===== config.mk =====
export PLATFORM = sky130hd
export DESIGN_NAME = control_fsm
export DESIGN_NICKNAME = d
export VERILOG_FILES = /design/src/rtl/control_fsm.sv
export SDC_FILE = /design/constraint.sdc
export NUM_CORES = 1
export LEC_CHECK = 0
export CAP_MARGIN = 10
export CORE_MARGIN = 4
export CORE_UTILIZATION = 47
export DETAILED_ROUTE_END_ITERATION = 8
export PLACE_DENSITY = 0.95
export REMOVE_ABC_BUFFERS = 1
export SLEW_MARGIN = 25
export SYNTH_ARGS = -nofsm -noshare
export SYNTH_HDL_FRONTEND = slang
export SYNTH_SLANG_ARGS = --single-unit
export TNS_END_PERCENT = 5

===== constraint.sdc =====
create_clock -name clk -period 5.8 [get_ports clk]
set_input_delay 1.16 -clock clk [delete_from_list [all_inputs] [get_ports clk]]
set_output_delay 1.16 -clock clk [all_outputs]
set_load 0.02 [all_outputs]

===== src/rtl/control_fsm.sv =====
// Multi-cycle RISC-V control unit: five-state sequencer (IF/ID/EX/MEM/WB) with
// combinational decode, registered PC strobes, retired-instruction counter and sticky illegal flag.
module control_fsm (
   input  logic        clk,
   input  logic        rst,
   input  logic [31:0] instr,
   input  logic        Zero,
   output logic        PCSrc,
   output logic        ALUSrc,
   output logic        RegWrite,
   output logic        MemToReg,
   output logic [3:0]  ALUCtrl,
   output logic        loadPC,
   output logic        MemRead,
   output logic        MemWrite,
   output logic        illegal,
   output logic [31:0] instret
);

   localparam logic [6:0] OP_R   = 7'b0110011;
   localparam logic [6:0] OP_I   = 7'b0010011;
   localparam logic [6:0] OP_LW  = 7'b0000011;
   localparam logic [6:0] OP_SW  = 7'b0100011;
   localparam logic [6:0] OP_BEQ = 7'b1100011;

   localparam logic [3:0] ALU_AND = 4'b0000;
   localparam logic [3:0] ALU_OR  = 4'b0001;
   localparam logic [3:0] ALU_ADD = 4'b0010;
   localparam logic [3:0] ALU_SUB = 4'b0110;
   localparam logic [3:0] ALU_SLT = 4'b0111;
   localparam logic [3:0] ALU_SRL = 4'b1000;
   localparam logic [3:0] ALU_SLL = 4'b1001;
   localparam logic [3:0] ALU_SRA = 4'b1010;
   localparam logic [3:0] ALU_XOR = 4'b1101;

   typedef enum logic [2:0] {S_IF, S_ID, S_EX, S_MEM, S_WB} state_t;

   state_t      state_q, state_d;
   logic        pcsrc_q, pcsrc_d;
   logic        loadpc_q, loadpc_d;
   logic        zero_q, zero_d;
   logic        illegal_q, illegal_d;
   logic [31:0] instret_q, instret_d;

   logic [6:0]  opcode;
   logic [2:0]  funct3;
   logic        alt;
   logic        op_illegal;
   logic        writes_rf;
   logic        is_lw, is_sw, is_beq;
   logic        unused_bits;

   assign opcode      = instr[6:0];
   assign funct3      = instr[14:12];
   assign alt         = instr[30];
   assign unused_bits = ^{instr[31], instr[29:15], instr[11:7]};

   function automatic logic [3:0] alu_from_funct(input logic [2:0] f3, input logic a);
      case (f3)
         3'b000:  alu_from_funct = a ? ALU_SUB : ALU_ADD;
         3'b001:  alu_from_funct = ALU_SLL;
         3'b010:  alu_from_funct = ALU_SLT;
         3'b100:  alu_from_funct = ALU_XOR;
         3'b101:  alu_from_funct = a ? ALU_SRA : ALU_SRL;
         3'b110:  alu_from_funct = ALU_OR;
         3'b111:  alu_from_funct = ALU_AND;
         default: alu_from_funct = ALU_ADD;
      endcase
   endfunction

   always_comb begin
      ALUCtrl    = ALU_ADD;
      ALUSrc     = 1'b0;
      MemToReg   = 1'b0;
      op_illegal = 1'b0;
      writes_rf  = 1'b0;
      is_lw      = 1'b0;
      is_sw      = 1'b0;
      is_beq     = 1'b0;
      case (opcode)
         OP_R: begin
            ALUCtrl   = alu_from_funct(funct3, alt);
            writes_rf = 1'b1;
         end
         OP_I: begin
            ALUSrc = 1'b1;
            if (funct3 == 3'b011) begin
               op_illegal = 1'b1;
            end else begin
               // instr[30] only distinguishes SRAI from SRLI
               ALUCtrl   = alu_from_funct(funct3, alt & (funct3 == 3'b101));
               writes_rf = 1'b1;
            end
         end
         OP_LW: begin
            ALUSrc    = 1'b1;
            MemToReg  = 1'b1;
            writes_rf = 1'b1;
            is_lw     = 1'b1;
         end
         OP_SW: begin
            ALUSrc = 1'b1;
            is_sw  = 1'b1;
         end
         OP_BEQ: begin
            ALUCtrl = ALU_SUB;
            is_beq  = 1'b1;
         end
         default: op_illegal = 1'b1;
      endcase
   end

   always_comb begin
      state_d   = state_q;
      pcsrc_d   = pcsrc_q;
      loadpc_d  = loadpc_q;
      zero_d    = zero_q;
      illegal_d = illegal_q;
      instret_d = instret_q;
      RegWrite  = 1'b0;
      MemRead   = 1'b0;
      MemWrite  = 1'b0;
      case (state_q)
         S_IF: begin
            state_d  = S_ID;
            loadpc_d = 1'b0;
         end
         S_ID: state_d = S_EX;
         S_EX: begin
            state_d = S_MEM;
            zero_d  = Zero;
         end
         S_MEM: begin
            state_d  = S_WB;
            MemRead  = is_lw & ~rst;
            MemWrite = is_sw & ~rst;
         end
         S_WB: begin
            // strobes are gated by rst so a write on the reset edge never commits
            state_d   = S_IF;
            RegWrite  = writes_rf & ~rst;
            pcsrc_d   = is_beq & zero_q;
            loadpc_d  = 1'b1;
            instret_d = instret_q + 32'd1;
            illegal_d = illegal_q | op_illegal;
         end
         default: state_d = S_IF;
      endcase
   end

   always_ff @(posedge clk) begin
      if (rst) begin
         state_q   <= S_IF;
         pcsrc_q   <= 1'b0;
         loadpc_q  <= 1'b0;
         zero_q    <= 1'b0;
         illegal_q <= 1'b0;
         instret_q <= '0;
      end else begin
         state_q   <= state_d;
         pcsrc_q   <= pcsrc_d;
         loadpc_q  <= loadpc_d;
         zero_q    <= zero_d;
         illegal_q <= illegal_d;
         instret_q <= instret_d;
      end
   end

   assign PCSrc   = pcsrc_q;
   assign loadPC  = loadpc_q;
   assign illegal = illegal_q;
   assign instret = instret_q;

endmodule


After elaboration in Yosys (flattened, before gate mapping). Cells that the tools add are included.

Register bits after elaboration: 39. Bits of input ports: 35. Logic and storage cells: 57.

Add/subtract/negate cells: 1. Eq/ne operators: 16. Muxes and demuxes: 21. Bitwise gates (word level): 7. Reduce and logical (&&, ||, !) cells: 6.

Operators with widths (count): 4-bit case mux with 7 select lines (2); 32-bit by 1-bit adder with 32-bit output (second input constant) (1); 3-bit == test (second input constant) (5); 7-bit by 6-bit == test with 1-bit output (second input constant) (2); 3-bit by 2-bit == test with 1-bit output (second input constant) (4); 3-bit case mux with 4 select lines (1); 4-bit case mux with 3 select lines (1); 1-bit two-way mux (9); 7-bit by 2-bit == test with 1-bit output (second input constant) (1); 7-bit by 5-bit == test with 1-bit output (second input constant) (1); 7-bit == test (second input constant) (1); 3-bit by 1-bit == test with 1-bit output (second input constant) (2); 3-bit zero test (2); 3-bit two-way mux (2); 1-bit case mux with 2 select lines (3); 1-bit AND (5); 2-bit two-way mux (2); 4-bit two-way mux (1); 4-bit OR reduction (1); 3-bit OR reduction (1); 2-bit nonzero test (1); 2-bit OR reduction (1); 1-bit NOT (1); 1-bit OR (1).

Longest topological paths before layout.
Depth in word-level cells: 6. Mapped depth: 7.

Worst setup path before layout. No wires, ideal clock.

Path kind: input to output. Start point: input instr[3]. End point: output RegWrite. Data arrival time: 2.609 ns. Path slack: 2.031 ns. Stages: 4. Path buffers: 0. Cells stage by stage: nor4bb_1 and2_1 o21ai_0 nor4_1.

Cells in the longest elaborated chain, start to end: 5. Elaborated cells between the ends (all ways): 7.

Ends and longest elaborated chain: start: declaration (line 6) `input logic [31:0] instr,`; 7-bit by 6-bit == test with 1-bit output or 7-bit by 2-bit == test with 1-bit output (tied branches) (line 80) `case (opcode)`; 2-bit OR reduction (no source line); 1-bit case mux with 2 select lines (*) (line 80); 1-bit AND (*) (line 141) `RegWrite = writes_rf & ~rst;`; 1-bit two-way mux (*) (line 123) `case (state_q)`; end: declaration (line 10) `output logic RegWrite,`.

Mark *: on every way between the ends. The rest lies on a longest branch, timed or not.

Worst setup path in the final report.
Start point: input instr[0]. End point: output RegWrite.

The elaborated chain is that of the path after synthesis.

==> impl_metrics.ini <==
[outcome]
outcome = completed

[critical_path]
worstSetupPathType = in -> out
crit_fanout = 5
crit_arrival_ns = 3.53
slowest_delay_ns = 0.67
critPathLaunch = instr[0]
crit_required_ns = 4.64
crit_path_frequent_cell = clkdlybuf4s50_1
worstSetupStartpointType = primary input
cp_cell_sequence = clkdlybuf4s50_1, nor4bb_1, and2_1, o21ai_0, nor4_1, clkdlybuf4s50_1
cp-end-kind = output port
slowest_stage = clkdlybuf4s50_1
rr_startpoint = state_q[2]

[power_and_ir_drop]
netSwitchingPower_uw = 112
swShare = 0.221
irDropWorstVdd_mv = 0.0972
p_int_uw = 395
pwr-share-clk = 0.396
combPwrFrac = 0.063
power.density_nw_per_um2 = 188
p_leak_nw = 0.879
pwr-share-seq = 0.541

[floorplan]
die_y_um = 74.1
io_pins = 79
initial_utilization = 0.500
core-area_um2 = 4120
die_w_um = 74.1
dieArea_um2 = 5500
std_cell_rows = 23

[drt]
drtIter0Drc = 114
drc = 0
drtAntennaViolNets = 0
via_per_inst = 5.78
routedWlPerCell_um = 14.2
wirelength_um = 4870
via_count = 1987
drtPass1Iterations = 4

[placement]
globalplace.congestion = 0.785
hpwl_um = 3450
port_buffers = 57

[final_layout]
areaGrowthSynthToFinish_pct = 31.2
drive_gt1_frac = 0.0782
n_antenna_cell = 0
final_nets = 329

[clock_network]
clk_pin_slew_worst_paths_ns = 0.07
clock_latency_ns = 0.29
cts_setup_buffers = 0
h-tree-depth = 2
cts_buffer_depth = 2
root_buffer = clkbuf_8
clock-sinks = 39
hold_buffers = 0
cts_tree = done
cts_made_buffers = 5
cts_resized = 0

[synthesis]
yosysMostFrequentCell = dfxtp_1
syn_area_um2 = 2060
synth_cells = 241
async_flop_share = 0
netlist_top_cells_count = 39 x dfxtp_1, 25 x nor2_1, 19 x nand2_1
synth_top_area_share = 0.380
yosysWarnings = 0
synthFlopType = dfxtp_1
synth_edf_count = 0
ys_seq_area_frac = 0.380
synth.avg_cell_area_um2 = 8.53
ys_top_cells_by_area = dfxtp_1 38%, nor2_1 4.6%, mux2_2 4.4%
ys_types = 44
synth-seq-cells = 39
synth_top_area_cell = dfxtp_1

[global_routing]
grtUsageTotal = 0.184
grt_max_degree = 49
met1_usage = 0.216
top_usage_layer = met2
grt_pass1_vias = 1845
use_met2 = 0.304
grt.overflow.total = 0
grt_pass1_wl_um = 8040
grt_antenna_before_repair = 0
met3_usage = 0.0676

[timing]
drv_slew = 0
skew_ns = 0.00305
fin_hold_ws_ns = 0.465
hold_viol_final = 0
setup_viol_count_final = 0
fin_crit_sh = 0.808
period_minus_slack_ns = 4.69
maxSlewHeadroom = 0.575
setup-tns-final_ns = 0
fmax_mhz = 213
worstMarginPinSlew_ns = 0.630
rsz0062_at_grt = no

[min_path]
holdCritPathClass = reg -> reg
min-delay-start = illegal

[run]
cap_viol_max_count = 0
==> cell usage in the layout (no fill, tap or decap), types with 2 or more instances in the layout <==
cell type        instances
nor3_1                   9
a21oi_1                 17
and3_2                   2
dfxtp_1                 39
and4_1                   3
or4_1                   10
nand3_1                 12
mux2_2                   8
o31ai_1                 11
nor2b_1                 10
xor2_1                   6
xnor2_1                  7
nand2_1                 19
inv_1                    6
and3_1                   5
o21ai_0                  5
nor4_1                   8
clkbuf_8                 7
nor2_1                  25
nand4bb_1                2
clkdlybuf4s50_1         57
nand4_1                  6
==> layout make-up <==
cell class / instances / area, um^2
clock buffers: 8 / 100
fillers: 344 / 1420
inverters: 6 / 22.5
multi-input cells: 183 / 1150
flip-flops and latches: 39 / 781
well taps: 50 / 62.6
repair buffers: 58 / 578
==> metrics by stage <==
stage          total power [mW]   util  cell area, um^2  setup slack [ns]  cells
2_1_floorplan             0.292      -             1960              2.03    228
3_3_place_gp              0.311  0.631             2600              1.27    336
3_5_place_dp              0.313  0.631             2600              1.13    336
4_1_cts                   0.511  0.656             2700              1.14    344
5_1_grt                   0.527  0.656             2700             0.981    344
6_report                  0.507  0.656             2700              1.11    344
==> worst max-delay path: cells and delay by family <==
family,cells,cell delay [ns]
buffers and inverters,2,1.13
and+or+nand+nor,3,1.14
AOI/OAI and AO/OA,1,0.11
==> final timing paths <==
path	end	slack (ns)	cells past startpoint
hold / removal	illegal	0.46	2
setup reg to reg	instret[30]	3.38	4
hold reg to reg	illegal	0.46	2
setup / recovery	RegWrite	1.11	6
==> flip-flops by register name, indices dropped and copies added, names as in the netlist <==
| signal | cells |
|---|---|
| instret | 32 |
| state_q | 3 |
| PCSrc | 1 |
| illegal | 1 |
| loadPC | 1 |
| zero_q | 1 |
==> power groups by stage <==
stage	Combinational (mW)	Clock, mW	Sequential [mW]
2_1_floorplan	0.0118	0	0.280
3_3_place_gp	0.0309	0	0.281
3_5_place_dp	0.0319	0	0.281
4_1_cts	0.0320	0.205	0.275
5_1_grt	0.0349	0.217	0.275
6_report	0.0320	0.201	0.275
==> metal layers <==
metal	vias to the layer above	part of all wire
met5	-	0
met4	0	0.014
met3	9	0.086
met2	75	0.46
met1	921	0.44
li1	982	-
==> cell families (layout without fill, tap and decap cells) <==
logic type / after synthesis / after routing / synth area share
AOI/OAI and AO/OA: 37 / 37 / 0.110
buffers and inverters: 19 / 72 / 0.0590
xor gates and xnor gates: 13 / 13 / 0.0554
muxes: 9 / 9 / 0.0487
DFF: 39 / 39 / 0.380
adders and majority gates: 1 / 1 / 0.00609
and+or+nand+nor: 123 / 123 / 0.341
(Power assumes the default switching activity.)
